[src/rtl/nx_fifo_rd_stream_adapter.sv]
// Drains a fixed-latency FIFO read port into a valid/ready stream through a
// small credit-managed buffer, with synchronous flush and debug counters.
module nx_fifo_rd_stream_adapter #(
  parameter int N_DATA_BITS = 32,
  parameter int RD_LATENCY  = 1,
  parameter int BUF_DEPTH   = 2
) (
  input  logic                   clk,
  input  logic                   rst_n,
  input  logic                   fifo_empty,
  output logic                   fifo_rd,
  input  logic [N_DATA_BITS-1:0] fifo_rd_data,
  output logic                   out_valid,
  output logic [N_DATA_BITS-1:0] out_data,
  input  logic                   out_ready,
  input  logic                   flush,
  output logic                   busy,
  output logic [15:0]            pop_cnt,
  output logic [7:0]             discard_cnt
);

  localparam int PTR_W = (BUF_DEPTH > 1) ? $clog2(BUF_DEPTH) : 1;
  localparam int OCC_W = $clog2(BUF_DEPTH + 1);
  localparam int IFC_W = $clog2(RD_LATENCY + 1);
  localparam int CNT_W = $clog2(BUF_DEPTH + RD_LATENCY + 2);

  function automatic logic [IFC_W-1:0] popcnt(input logic [RD_LATENCY-1:0] v);
    logic [IFC_W-1:0] s;
    s = '0;
    for (int i = 0; i < RD_LATENCY; i++) s = s + IFC_W'(v[i]);
    return s;
  endfunction

  function automatic logic [7:0] sat_add8(input logic [7:0] a, input logic [CNT_W-1:0] b);
    int s;
    s = int'(a) + int'(b);
    return (s > 255) ? 8'hFF : 8'(s);
  endfunction

  // Pointers wrap at BUF_DEPTH, which need not be a power of two.
  function automatic logic [PTR_W-1:0] ptr_inc(input logic [PTR_W-1:0] p);
    if (int'(p) == BUF_DEPTH - 1) return '0;
    return p + 1'b1;
  endfunction

  logic [N_DATA_BITS-1:0] r_mem [BUF_DEPTH];
  logic [PTR_W-1:0]       r_wptr;
  logic [PTR_W-1:0]       r_rptr;
  logic [OCC_W-1:0]       r_occ;
  logic [RD_LATENCY-1:0]  r_inflight;
  logic [15:0]            r_pop_cnt;
  logic [7:0]             r_discard_cnt;

  logic                   w_xfer;
  logic                   w_land;
  logic [IFC_W-1:0]       w_inflight_cnt;
  logic [CNT_W-1:0]       w_credit_used;
  logic [CNT_W-1:0]       w_credit_lim;
  logic [CNT_W-1:0]       w_discard_add;
  logic [RD_LATENCY-1:0]  w_inflight_nxt;

  assign out_valid      = (r_occ != '0);
  assign out_data       = out_valid ? r_mem[r_rptr] : '0;
  assign busy           = (r_occ != '0) || (r_inflight != '0);
  assign pop_cnt        = r_pop_cnt;
  assign discard_cnt    = r_discard_cnt;

  assign w_xfer         = out_valid && out_ready;
  assign w_land         = r_inflight[RD_LATENCY-1];
  assign w_inflight_cnt = popcnt(r_inflight);

  // A word leaving this cycle frees its slot for a pop issued this cycle.
  assign w_credit_used  = CNT_W'(r_occ) + CNT_W'(w_inflight_cnt);
  assign w_credit_lim   = CNT_W'(BUF_DEPTH) + CNT_W'(w_xfer);
  assign fifo_rd        = rst_n && !fifo_empty && !flush && (w_credit_used < w_credit_lim);

  // A transfer completing in the flush cycle is delivered, not discarded.
  assign w_discard_add  = CNT_W'(r_occ) - CNT_W'(w_xfer) + CNT_W'(w_inflight_cnt);

  always_comb begin
    w_inflight_nxt    = '0;
    w_inflight_nxt[0] = fifo_rd;
    for (int i = 1; i < RD_LATENCY; i++) w_inflight_nxt[i] = r_inflight[i-1];
  end

  always_ff @(posedge clk or negedge rst_n) begin
    if (!rst_n) begin
      r_wptr        <= '0;
      r_rptr        <= '0;
      r_occ         <= '0;
      r_inflight    <= '0;
      r_pop_cnt     <= '0;
      r_discard_cnt <= '0;
    end else if (flush) begin
      r_wptr        <= '0;
      r_rptr        <= '0;
      r_occ         <= '0;
      r_inflight    <= '0;
      r_discard_cnt <= sat_add8(r_discard_cnt, w_discard_add);
    end else begin
      r_inflight <= w_inflight_nxt;
      if (fifo_rd) r_pop_cnt <= r_pop_cnt + 16'd1;
      if (w_land)  r_wptr    <= ptr_inc(r_wptr);
      if (w_xfer)  r_rptr    <= ptr_inc(r_rptr);
      case ({w_land, w_xfer})
        2'b10:   r_occ <= r_occ + 1'b1;
        2'b01:   r_occ <= r_occ - 1'b1;
        default: r_occ <= r_occ;
      endcase
    end
  end

  // Returns arriving during a flush are dropped along with the buffer.
  always_ff @(posedge clk) begin
    if (w_land && !flush) r_mem[r_wptr] <= fifo_rd_data;
  end

endmodule

[config.mk]
export PLATFORM = sky130hd
export DESIGN_NAME = nx_fifo_rd_stream_adapter
export DESIGN_NICKNAME = d
export VERILOG_FILES = /design/src/rtl/nx_fifo_rd_stream_adapter.sv
export SDC_FILE = /design/constraint.sdc
export NUM_CORES = 1
export LEC_CHECK = 0
export BUFFER_PORTS_ARGS = -buffer_cell sky130_fd_sc_hd__buf_2
export CAP_MARGIN = 20
export CORE_MARGIN = 3
export CORE_UTILIZATION = 39
export DETAILED_ROUTE_END_ITERATION = 8
export GPL_TIMING_DRIVEN = 0
export HOLD_SLACK_MARGIN = 0.1
export PLACE_DENSITY = 0.65
export SLEW_MARGIN = 20
export SYNTH_ARGS = -nofsm -noshare
export SYNTH_HDL_FRONTEND = slang
export SYNTH_SLANG_ARGS = --single-unit
[constraint.sdc]
create_clock -name clk -period 10.8 [get_ports clk]
set_clock_uncertainty 0.15 [all_clocks]
set_input_delay 0.54 -clock clk [delete_from_list [all_inputs] [get_ports clk]]
set_output_delay 0.54 -clock clk [all_outputs]
set_load 0.03 [all_outputs]
==> impl_metrics.yaml <==
cells_and_area:
  final_cells: 535
  final_common_cell: "buf_2"
  drive_above_1_share_pct: 32.8
  diodes: 0
  final_cell_mix: "99 x buf_2, 64 x edfxtp_1, 41 x nor2_1, 33 x mux2i_1, 29 x dfrtp_1"
  area_growth_pct: 23.1
  fin_util_pct: 49.9
  nets: 445
place:
  gp_congestion: 0.796
  dpl.hpwl_microns: 5520
  numPortBuffers: 95
  dp_cells: 518
  place_ws_ns: 7.33
sta:
  setup_viol: 0
  hold_slack_ns: 0.212
  rsz0062_at_grt: "false"
  final_hold_viol_count: 0
  relSlewSlack_pct: 53.5
  worstMarginPinSlew_ns: 0.695
  fin_crit_ns: 3.34
  fin_ws_ns: 7.46
  timing.fmax_mhz: 300
  slew_violations: 0
  period_share_pct: 30.9
  fin_tns_setup_ns: 0
die:
  die_w_microns: 107
  ioPinCount: 96
  rows: 36
  fp.coreArea_sq_um: 9860
  start_util_pct: 40.6
  fp.dieH_microns: 107
  die_area_sq_um: 11500
logic_synthesis:
  synth.area.top_cells: "edfxtp_1 48%, dfrtp_1 18%, mux2i_1 8.3%, nor2_1 3.8%, xnor2_1 3.1%"
  syn-num-nets: 332
  syn_area_sq_um: 4000
  yosys_warnings: 0
  synthCells: 284
  yosysSeqAreaShare_pct: 66.2
  synth_ff_type: "edfxtp_1"
  yosys.area.top_type_share_pct: 48.0
  syn_area_per_cell_sq_um: 14.1
  synth_async_sr_flop_share_pct: 31.2
  synth.distinct_cells: 38
  synth_edf_count: 64
  ys_ff_latch: 93
  synth.largest_area_cell: "edfxtp_1"
cts:
  insertion_delay_ns: 0.36
  clockBufferDepth: 2
  cts_max_level: 3
  cts-buffers-inserted: 9
  path_clk_slew_ns: 0.10
  ctsRootBufferMaster: "clkbuf_8"
  cts_tree: "built"
  cts.sinks: 93
  cts_setup_buffers: 0
worst_hold_path:
  min_path_type: "primary input to flop"
worst_setup_path:
  rr_worst_depth: 11
  crit_start: "r_occ[1]"
  endpoint: "discard_cnt[6]"
  ff2ff_setup_slack_ns: 7.46
  r2r-end: "discard_cnt[6]"
  crit_path_max_fanout: 6
  r2r-start: "r_occ[1]"
  endpoint_kind: "flop"
  worst-setup-path-type: "flop to flop"
  crit_required_ns: 10.89
  cp.arrival_ns: 3.43
  startpoint_type: "flop"
power_and_ir_drop:
  p_seq_share_pct: 45.1
  ir_worst_vdd_mv: 0.133
  p_sw_share_pct: 36.3
  p_leak_nw: 2.04
  combPwrFrac_pct: 30.4
  clock_power_share_pct: 24.5
  p_sw_mw: 0.356
  p_int_mw: 0.625
  p_per_area_nw_per_um2: 199
global_routing:
  track_usage_pct: 14.2
  antenna_found_initial: 0
  grt_pass1_wl_microns: 12600
  overflow: 0
  grt_max_degree: 31
  grt_pass1_vias: 2560
route:
  drt_iter0_drc: 122
  routedWlPerCell_microns: 14.3
  vias_per_cell: 4.74
  num_vias: 2538
  wl_microns: 7670
  drc: 0
  dr.pass1.iters: 6
  ant_nets: 0
outcome:
  outcome: "complete, no violations"
run:
  cap_violations: 0
[logic make-up after synthesis]
kind of cell	share of synthesized area (%)
flops	66.2
simple gates	11.7
mux	8.82
xor+xnor	4.82
compound gates	3.00
buf+inv	1.72
fa+ha+maj	3.81
[power groups by stage]
| stage | clock [mW] | sequential [mW] | combinational [mW] |
|---|---|---|---|
| 3_3_place_gp | 0 | 0.450 | 0.297 |
| 5_1_grt | 0.263 | 0.449 | 0.326 |
| 2_1_floorplan | 0 | 0.490 | 0.171 |
| 6_report | 0.241 | 0.442 | 0.298 |
| 4_1_cts | 0.252 | 0.443 | 0.303 |
| 3_5_place_dp | 0 | 0.450 | 0.302 |
[through the flow]
step / total power, mW / cell area, sq um
finish: 0.981 / 4930
global route: 1.04 / 4930
CTS: 0.997 / 4930
detailed placement: 0.752 / 4710
global placement: 0.746 / 4640
floorplan: 0.661 / 4000
[critical path: stages (launching register included)]
cell	delay [ns]
dfrtp_1	0.47
o21ai_2	0.31
ha_1	0.17
inv_1	0.04
ha_1	0.18
fa_1	0.51
inv_1	0.06
fa_1	0.43
nor2b_1	0.25
o21ai_0	0.18
nor2_1	0.14
mux2_2	0.33
[repair_timing]
action                    CTS  global route
hold buffers                1             0
hold endpoints to repair   29             0
gates resized for setup     0             0
[flip-flops by register name, indices dropped and copies added, names as in the netlist]
name and flops:
discard_cnt 8, pop_cnt 16, r_inflight 1, r_mem 64, r_occ 2, r_rptr 1, r_wptr 1
[worst min-delay path by stage]
stage	startpoint	to	slack [ns]	cells after the start
floorplan	rst_n	discard_cnt[0]	0.09	0
global placement	pop_cnt[15]	pop_cnt[15]	0.30	1
detailed placement	pop_cnt[15]	pop_cnt[15]	0.32	1
CTS	fifo_rd_data[16]	r_mem[0][16]	0.18	1
global route	fifo_rd_data[15]	r_mem[0][15]	0.18	1
finish	fifo_rd_data[16]	r_mem[0][16]	0.21	1
[Yosys cell counts (all sizes together), types with 2 or more instances]
master and count:
edfxtp 64, nor2 41, mux2i 33, dfrtp 29, xnor2 14, nand2 10, ha 9, inv 8
xor2 8, nand3 7, nor3 7, o21ai 7, clkbuf 5, nand4 5, buf 4, and4 3
nor4 3, a21oi 2, a31oi 2, and2 2, fa 2, mux2 2, nand3b 2, nor2b 2
o21a 2, o22a 2
[metal layers]
metal | up-vias | wire [microns] | global-route usage, %
li1 | 1252 | - | -
met1 | 1217 | 3350 | 17.8
met2 | 61 | 3850 | 23.7
met3 | 8 | 386 | 3.78
met4 | 0 | 81 | 5.21
met5 | - | 0 | 0
[layout make-up]
class / instances / area, sq um
Tap cell: 133 / 166
Multi-Input combinational cell: 174 / 1290
Timing Repair Buffer: 102 / 538
Clock buffer: 9 / 124
Inverter: 8 / 30.0
Clock inverter: 7 / 86.3
Sequential cell: 93 / 2650
Fill cell: 875 / 4940
Buffer: 9 / 38.8
Power figures use the tool's default switching activity.
